===== src/rtl/calc_key_entry.sv =====
// calc_key_entry: keypad entry controller in front of the calculator core.
// Collects decimal key presses into two operands and an operation code and
// drives them to the arithmetic core. On "=" it raises calc_valid for one
// cycle, and captures the core result for display and for chaining into
// the next expression.
//
// Ports:
//   clk, rst_n        system clock (rising edge), async active-low reset
//   key_valid         a key event is present this cycle
//   key_code          0-9 digit, 10 mul, 11 add, 12 sub, 13 equals,
//                     14 clear, 15 reserved
//   result_in         core result (combinational from the operands)
//   first_digit       operand A to the core
//   second_digit      operand B to the core
//   operation         00 mul, 01 add, 10 sub
//   calc_valid        one-cycle strobe: expression complete, result_in valid
//   disp_value        value to show (entry in progress or result)
//   entry_state       current FSM state
//
// state    | meaning
// ENTER_A  | typing operand A
// OP_SEL   | operator chosen, waiting for the first digit of B
// ENTER_B  | typing operand B
// DONE     | expression evaluated, result captured
module calc_key_entry #(
  parameter int W          = 14,
  parameter int MAX_DIGITS = 4
) (
  input  logic         clk,
  input  logic         rst_n,
  input  logic         key_valid,
  input  logic [3:0]   key_code,
  input  logic [W-1:0] result_in,
  output logic [W-1:0] first_digit,
  output logic [W-1:0] second_digit,
  output logic [1:0]   operation,
  output logic         calc_valid,
  output logic [W-1:0] disp_value,
  output logic [1:0]   entry_state
);

  localparam logic [1:0] ENTER_A = 2'b00;
  localparam logic [1:0] OP_SEL  = 2'b01;
  localparam logic [1:0] ENTER_B = 2'b10;
  localparam logic [1:0] DONE    = 2'b11;

  localparam int            CW  = $clog2(MAX_DIGITS + 1);
  localparam logic [W-1:0]  TEN = W'(10);
  localparam logic [CW-1:0] CNT_MAX = CW'(MAX_DIGITS);

  logic [1:0]    state_q, state_d;
  logic [W-1:0]  a_q, a_d;
  logic [W-1:0]  b_q, b_d;
  logic [1:0]    op_q, op_d;
  logic [CW-1:0] cnt_q, cnt_d;
  logic [W-1:0]  res_q, res_d;
  logic          valid_q, valid_d;

  logic          is_digit, is_op, is_eq, is_clr, cnt_full;
  logic [1:0]    key_op;
  logic [W-1:0]  digit;
  logic [W-1:0]  res_cur;

  assign is_digit = (key_code <= 4'd9);
  assign is_op    = (key_code >= 4'd10) && (key_code <= 4'd12);
  assign is_eq    = (key_code == 4'd13);
  assign is_clr   = (key_code == 4'd14);
  assign cnt_full = (cnt_q == CNT_MAX);
  assign digit    = {{(W-4){1'b0}}, key_code};

  always_comb begin
    case (key_code)
      4'd10:   key_op = 2'b00;
      4'd11:   key_op = 2'b01;
      default: key_op = 2'b10;
    endcase
  end

  // In the strobe cycle the result register has not been loaded yet, so the
  // live core result stands in for it (display and chaining alike).
  assign res_cur = valid_q ? result_in : res_q;

  always_comb begin
    state_d = state_q;
    a_d     = a_q;
    b_d     = b_q;
    op_d    = op_q;
    cnt_d   = cnt_q;
    res_d   = valid_q ? result_in : res_q;
    valid_d = 1'b0;
    if (key_valid) begin
      if (is_clr) begin
        state_d = ENTER_A;
        a_d     = '0;
        b_d     = '0;
        op_d    = 2'b00;
        cnt_d   = '0;
        res_d   = '0;
      end else begin
        case (state_q)
          ENTER_A: begin
            if (is_digit && !cnt_full) begin
              a_d   = a_q * TEN + digit;
              cnt_d = cnt_q + 1'b1;
            end else if (is_op) begin
              op_d    = key_op;
              b_d     = '0;
              cnt_d   = '0;
              state_d = OP_SEL;
            end
          end
          OP_SEL: begin
            if (is_op) begin
              op_d = key_op;
            end else if (is_digit) begin
              b_d     = digit;
              cnt_d   = CW'(1);
              state_d = ENTER_B;
            end
          end
          ENTER_B: begin
            if (is_digit && !cnt_full) begin
              b_d   = b_q * TEN + digit;
              cnt_d = cnt_q + 1'b1;
            end else if (is_eq) begin
              valid_d = 1'b1;
              state_d = DONE;
            end
          end
          default: begin
            if (is_digit) begin
              a_d     = digit;
              b_d     = '0;
              cnt_d   = CW'(1);
              state_d = ENTER_A;
            end else if (is_op) begin
              a_d     = res_cur;
              b_d     = '0;
              op_d    = key_op;
              cnt_d   = '0;
              state_d = OP_SEL;
            end
          end
        endcase
      end
    end
  end

  always_ff @(posedge clk or negedge rst_n) begin
    if (!rst_n) begin
      state_q <= ENTER_A;
      a_q     <= '0;
      b_q     <= '0;
      op_q    <= 2'b00;
      cnt_q   <= '0;
      res_q   <= '0;
      valid_q <= 1'b0;
    end else begin
      state_q <= state_d;
      a_q     <= a_d;
      b_q     <= b_d;
      op_q    <= op_d;
      cnt_q   <= cnt_d;
      res_q   <= res_d;
      valid_q <= valid_d;
    end
  end

  always_comb begin
    case (state_q)
      ENTER_B: disp_value = b_q;
      DONE:    disp_value = res_cur;
      default: disp_value = a_q;
    endcase
  end

  assign first_digit  = a_q;
  assign second_digit = b_q;
  assign operation    = op_q;
  assign calc_valid   = valid_q;
  assign entry_state  = state_q;

endmodule


===== config.mk =====
export PLATFORM = sky130hd
export DESIGN_NAME = calc_key_entry
export DESIGN_NICKNAME = d
export VERILOG_FILES = /design/src/rtl/calc_key_entry.sv
export SDC_FILE = /design/constraint.sdc
export NUM_CORES = 1
export LEC_CHECK = 0
export CAP_MARGIN = 20
export CORE_MARGIN = 2
export CORE_UTILIZATION = 55
export CTS_BUF_LIST = sky130_fd_sc_hd__clkbuf_4
export DETAILED_ROUTE_END_ITERATION = 7
export PLACE_DENSITY = 0.82
export SYNTH_ARGS = -nofsm -noshare
export SYNTH_HDL_FRONTEND = slang
export SYNTH_SLANG_ARGS = --single-unit

===== constraint.sdc =====
create_clock -name clk -period 6.2 [get_ports clk]
set_clock_uncertainty 0.05 [all_clocks]
set_input_delay 1.24 -clock clk [delete_from_list [all_inputs] [get_ports clk]]
set_output_delay 1.24 -clock clk [all_outputs]
set_load 0.01 [all_outputs]

==> run_results.csv, run 1 <==
group,metric,value,unit
clock_tree,cts_resized,0,
global_routing,grt.overflow.total,0,
sta,timing.fmax,0.211,GHz
power,power.density,404,mW/mm^2
drt,drtIter0Drc,324,
clock_tree,hold_buffers,0,
drt,drt_pass1_iterations,6,
power,clockPowerShare,0.089,
drt,drt_wl_total,12000,um
placed_design,pre_cts_ws,1.59,ns
yosys,synth_nets,564,
setup_path,crit_arrival,3.46,ns
global_routing,grt_pass1_wl,19800,um
power,swShare,0.466,
finish,design_area,0.00520,sq mm
setup_path,crit_fanout,28,
yosys,netlist_area,0.00442,sq mm
clock_tree,cts_sinks,50,
sta,tns,0,ns
sta,relSlewSlack,0.313,
yosys,ys_async_sr_fraction,1.00,
setup_path,critPathLaunchType,"register",
placed_design,gp_congestion,0.914,
run_status,status,"completed",
clock_tree,cts_setup_buffers,0,
power,power.share.sequential,0.250,
global_routing,grt_use_total,0.285,
drt,ant_nets,0,
sta,slew_viol_final,0,
sta,hold_viol,0,
floorplanning,die_h,93.7,um
finish,drive_gt1_frac,0.0627,
clock_tree,h-tree-depth,2,
floorplanning,core_region_area,0.00777,sq mm
global_routing,grt_use_met3,0.0433,
floorplanning,ioPinCount,68,
global_routing,top_usage_layer,"met2",
yosys,synth_cells,488,
yosys,syn_avg_cell_area,9.06,sq um
sta,rsz0062_at_grt,"false",
placed_design,place_area,0.00511,sq mm
yosys,synth.distinct_cells,67,
power,intPower,1.12,mW
yosys,synth_area_leaders,"dfrtp_1 28%, ha_1 14%, xnor2_1 4.8%, o21ai_0 3.7%, nand2_1 3.5%",
sta,fin_crit,4.75,ns
drt,drc_errors,0,
global_routing,use_met1,0.383,
hold_path,hold_start,"operation[1]",
sta,fin_crit_sh,0.765,
setup_path,cp.required,4.91,ns
power,ir_worst_vdd,282,uV
yosys,dominantRegCellSynth,"dfrtp_1",
global_routing,use_met2,0.485,
global_routing,grt_max_degree,51,
setup_path,crit_type,"register to output pin",
drt,wl_per_cell,18.6,um
global_routing,grt_pass1_vias,4048,
clock_tree,ctsRootBufferMaster,"clkbuf_4",
floorplanning,die_x,93.7,um
clock_tree,cts_tree,"yes",
yosys,ys_seq_area_frac,0.283,
yosys,ys_seq_elements,50,
clock_tree,numCtsBuffers,5,
drt,vias_per_cell,6.22,
clock_tree,clkTransAtPathRegs,0.14,ns
power,combPwrFrac,0.661,
sta,tightest_slew,1.03,ns
finish,antenna_cells,0,
yosys,yosysWarnings,0,
finish,nets,618,
floorplanning,row_count,32,
power,p_sw,0.980,mW
placed_design,hpwl,9110,um
finish,nFillCells,662,
run,drv_cap,0,
yosys,synth_edf_count,0,
setup_path,rr_startpoint,"second_digit[1]",
yosys,yosysTopAreaCell,"dfrtp_1",
floorplanning,floorplan.initialDensity,0.569,
sta,setup_violations,0,
power,power_leakage,2.36,nW
finish,syn2layout_area_growth,17.5,%
setup_path,crit_start,"entry_state[0]",
drt,vias,4005,
yosys,yosys.area.top_type_share,0.283,
placed_design,io_buffers,67,
global_routing,grt_antenna_before_repair,0,
clock_tree,worstSkewPairLatency,0.38,ns
clock_tree,cts_max_path_buffers,2,
setup_path,end_kind,"output pin",
hold_path,hold_class,"register to register",
sta,setup_ws,1.45,ns
floorplanning,dieArea,0.00878,sq mm
[kinds of logic after synthesis]
group                      Yosys count  synth area share
and+or+nand+nor                    148             0.173
AOI/OAI and AO/OA                  143             0.227
adders and majority gates           55             0.162
DFF                                 50             0.283
buffers and inverters               39            0.0407
xor gates and xnor gates            37            0.0750
muxes                               16            0.0388
[power by group through the flow]
stage,sequential [mW],clock [mW],combinational (mW)
floorplan,0.516,0,0.971
global placement,0.525,0,1.33
detailed placement,0.528,0,1.37
CTS,0.522,0.188,1.38
global route,0.536,0.197,1.54
finish,0.525,0.188,1.39
[synthesized netlist by cell type, drive strengths merged, types with 4 or more instances]
| cell | count |
|---|---|
| o31ai | 6 |
| nand3 | 16 |
| or2 | 4 |
| nand2 | 41 |
| nor2 | 33 |
| a21oi | 27 |
| inv | 17 |
| a22oi | 20 |
| a211oi | 6 |
| xor2 | 12 |
| dfrtp | 50 |
| fa | 4 |
| buf | 6 |
| o21a | 6 |
| and2 | 8 |
| nor2b | 7 |
| mux2i | 7 |
| nand2b | 5 |
| nor3 | 11 |
| a221o | 4 |
| mux2 | 9 |
| ha | 51 |
| a22o | 9 |
| nor4 | 4 |
| clkbuf | 15 |
| a21o | 7 |
| o21ai | 34 |
| xnor2 | 25 |
[path summary, 6_finish.rpt]
kind / to / slack (ns) / cells past startpoint
hold / removal: operation[1] / 0.46 / 2
setup reg to reg: second_digit[13] / 2.88 / 10
min in group asynchronous: entry_state[1] / 0.68 / 1
max in group asynchronous: res_q[0] / 4.92 / 2
setup / recovery: disp_value[4] / 1.45 / 6
hold reg to reg: operation[1] / 0.46 / 2
[registers in the layout (all words and copies together) (netlist names)]
register,cells
operation,2
entry_state,2
first_digit,14
calc_valid,1
cnt_q,3
res_q,14
second_digit,14
[area by class of cell]
class | count | area, sq um | area share
inverters | 17 | 63.8 | 0.0123
flip-flops and latches | 50 | 1250 | 0.241
well taps | 102 | 128 | 0.0245
clock inverters | 2 | 33.8 | 0.00650
multi-input cells | 399 | 2990 | 0.575
repair buffers | 69 | 693 | 0.133
clock buffers | 5 | 37.5 | 0.00722
[metrics by stage]
stage	cells	util	hold slack [ns]	total power [mW]
2_1_floorplan	488	-	0.401	1.49
5_1_grt	644	0.669	0.503	2.27
6_report	644	0.669	0.456	2.10
4_1_cts	643	0.667	0.463	2.09
3_5_place_dp	636	0.658	0.431	1.90
3_3_place_gp	635	0.657	0.411	1.86
[worst max-delay path, cell delays in order, from the launching register on]
cell             delay, ns
dfrtp_1               0.49
inv_1                 0.12
ha_1                  0.56
nor2_1                0.94
a22oi_1               0.19
o21ai_0               0.20
clkdlybuf4s50_1       0.60
[routing by layer]
metal | wire length [um] | part of all wire
met5 | 0 | 0
met2 | 5870 | 0.49
met4 | 204 | 0.017
met3 | 598 | 0.050
met1 | 5330 | 0.44
[cell usage in the layout, fill, tap and decap left out, types with 4 or more instances in the layout]
master / instances
clkdlybuf4s50_1: 66
ha_1: 51
dfrtp_1: 50
nand2_1: 41
o21ai_0: 33
nor2_1: 33
a21oi_1: 26
xnor2_1: 24
a22oi_1: 20
inv_1: 17
nand3_1: 16
xor2_1: 12
nor3_1: 11
mux2_2: 9
a22o_1: 9
and2_1: 7
nor2b_1: 7
mux2i_1: 7
a21o_1: 6
o21a_1: 6
a211oi_1: 6
o31ai_1: 5
nand2b_1: 5
clkbuf_4: 5
a221o_1: 4
nor4_1: 4
or2_2: 4
fa_1: 4
(Power assumes the default switching activity.)
==> run 2, diff against run 1 <==
- CORE_UTILIZATION: 55 -> 51
- PLACE_DENSITY: 0.82 -> 0.8
- clock period: 6.2 -> 4.32 ns (I/O delays scaled with it)
==> run_results.csv, run 2 (synthesis gave the netlist of run 1 again) <==
group,metric,value,unit
run_status,status,"completed",
power,power_leakage,2.38,nW
power,power.share.sequential,0.247,
drt,drc_errors,0,
global_routing,grt.overflow.total,0,
drt,vias_per_cell,6.31,
sta,hold_slack,0.347,ns
finish,syn2layout_area_growth,18.7,%
clock_tree,cts_tree,"yes",
finish,design_area,0.00525,sq mm
floorplanning,ioPinCount,68,
global_routing,grt_pass1_vias,3980,
sta,setup_violations,0,
setup_path,crit_start,"entry_state[0]",
floorplanning,die_h,97.1,um
finish,area.sequential,0.00125,sq mm
setup_path,rr_startpoint,"second_digit[1]",
floorplanning,floorplan.initialDensity,0.533,
floorplanning,die_x,97.1,um
drt,drt_pass1_iterations,5,
setup_path,crit_fanout,18,
clock_tree,cts_max_path_buffers,2,
drt,drt_wl_total,12200,um
sta,timing.fmax,0.285,GHz
drt,wl_per_cell,18.7,um
sta,fin_crit_sh,0.811,
setup_path,crit_arrival,2.59,ns
drt,wl_met1,5360,um
finish,nFillCells,707,
finish,drive_gt1_frac,0.0748,
global_routing,grt_antenna_before_repair,0,
global_routing,grt_use_total,0.256,
floorplanning,core_region_area,0.00830,sq mm
drt,wl_met2,5960,um
run,drv_cap,0,
sta,tns,0,ns
finish,multi_input_area,0.00299,sq mm
sta,rsz0062_at_grt,"false",
setup_path,path_delay_family,"buffers and inverters",
clock_tree,hold_buffers,0,
hold_path,hold_class,"primary input to asynchronous set/reset pin",
clock_tree,cts_setup_buffers,0,
clock_tree,ctsRootBufferMaster,"clkbuf_4",
clock_tree,clkTransAtPathRegs,0.18,ns
drt,vias,4118,
placed_design,gp_congestion,0.924,
placed_design,hpwl,9470,um
floorplanning,row_count,33,
setup_path,ff2ff_path_depth,10,
sta,relSlewSlack,0.491,
sta,tightest_slew,0.763,ns
global_routing,grt_max_degree,33,
setup_path,path_depth,6,
finish,layout_common_cells,"66 x clkdlybuf4s50_1, 51 x ha_1, 50 x dfrtp_1",
drt,top_layer,"met4",
setup_path,cp.required,3.41,ns
setup_path,max_stage_delay,0.61,ns
drt,ant_nets,0,
clock_tree,h-tree-depth,2,
finish,nets,623,
power,combPwrFrac,0.659,
clock_tree,cts_resized,0,
sta,slew_viol_final,0,
setup_path,critPathLaunchType,"register",
clock_tree,worstSkewPairLatency,0.40,ns
setup_path,crit_chain,"inv_1 -> ha_1 -> buf_4 -> a22oi_1 -> o21ai_0 -> clkdlybuf4s50_1",
clock_tree,numCtsBuffers,5,
finish,layout_commonest_cell,"clkdlybuf4s50_1",
placed_design,place_area,0.00517,sq mm
sta,fin_crit,3.50,ns
power,swShare,0.467,
power,p_sw,1.43,mW
drt,drtIter0Drc,345,
drt,wl_met3,708,um
power,clockPowerShare,0.094,
floorplanning,dieArea,0.00943,sq mm
setup_path,end_kind,"output pin",
setup_path,crit_type,"register to output pin",
global_routing,grt_pass1_wl,19900,um
setup_path,cp_slowest_cell,"clkdlybuf4s50_1",
sta,hold_viol,0,
power,ir_worst_vdd,362,uV
power,power.density,585,mW/mm^2
placed_design,io_buffers,67,
power,intPower,1.64,mW
clock_tree,cts_sinks,50,
finish,antenna_cells,0,
setup_path,crit_buf_inv,3,
-- run 2: path summary, 6_finish.rpt --
| check | to | slack, ns |
|---|---|---|
| worst max-delay path | disp_value[4] | 0.82 |
| max in group asynchronous | res_q[7] | 3.30 |
| worst min-delay path | second_digit[6] | 0.35 |
| worst max register to register | second_digit[13] | 1.00 |
| worst min register to register | cnt_q[2] | 0.46 |
| min in group clk | cnt_q[2] | 0.46 |
-- run 2: final cells by class --
cell class / instances / area share
Inverter: 17 / 0.0122
Timing Repair Buffer: 74 / 0.139
Sequential cell: 50 / 0.238
Clock buffer: 5 / 0.00715
Clock inverter: 3 / 0.00858
Tap cell: 105 / 0.0250
Multi-Input combinational cell: 399 / 0.570
-- run 2: power by group through the flow --
stage / registers, mW / logic, mW / clock network (mW)
final: 0.759 / 2.02 / 0.287
after global placement: 0.758 / 1.94 / 0
after global routing: 0.776 / 2.22 / 0.305
after CTS: 0.755 / 2.01 / 0.285
after detailed placement: 0.763 / 2.00 / 0
after floorplan: 0.741 / 1.39 / 0
-- run 2: through the flow --
| step | power (mW) | cells | util | setup slack, ns |
|---|---|---|---|---|
| floorplan | 2.13 | 488 | - | 1.27 |
| global placement | 2.70 | 644 | 0.620 | 0.730 |
| detailed placement | 2.76 | 645 | 0.623 | 0.623 |
| CTS | 3.05 | 653 | 0.633 | 0.864 |
| global route | 3.30 | 653 | 0.633 | 0.701 |
| finish | 3.07 | 653 | 0.633 | 0.815 |
-- run 2: routing by layer --
metal,vias up,track usage
met2,156,0.433
met5,-,0
met3,24,0.0266
li1,1910,-
met1,2028,0.353
met4,0,0.0639
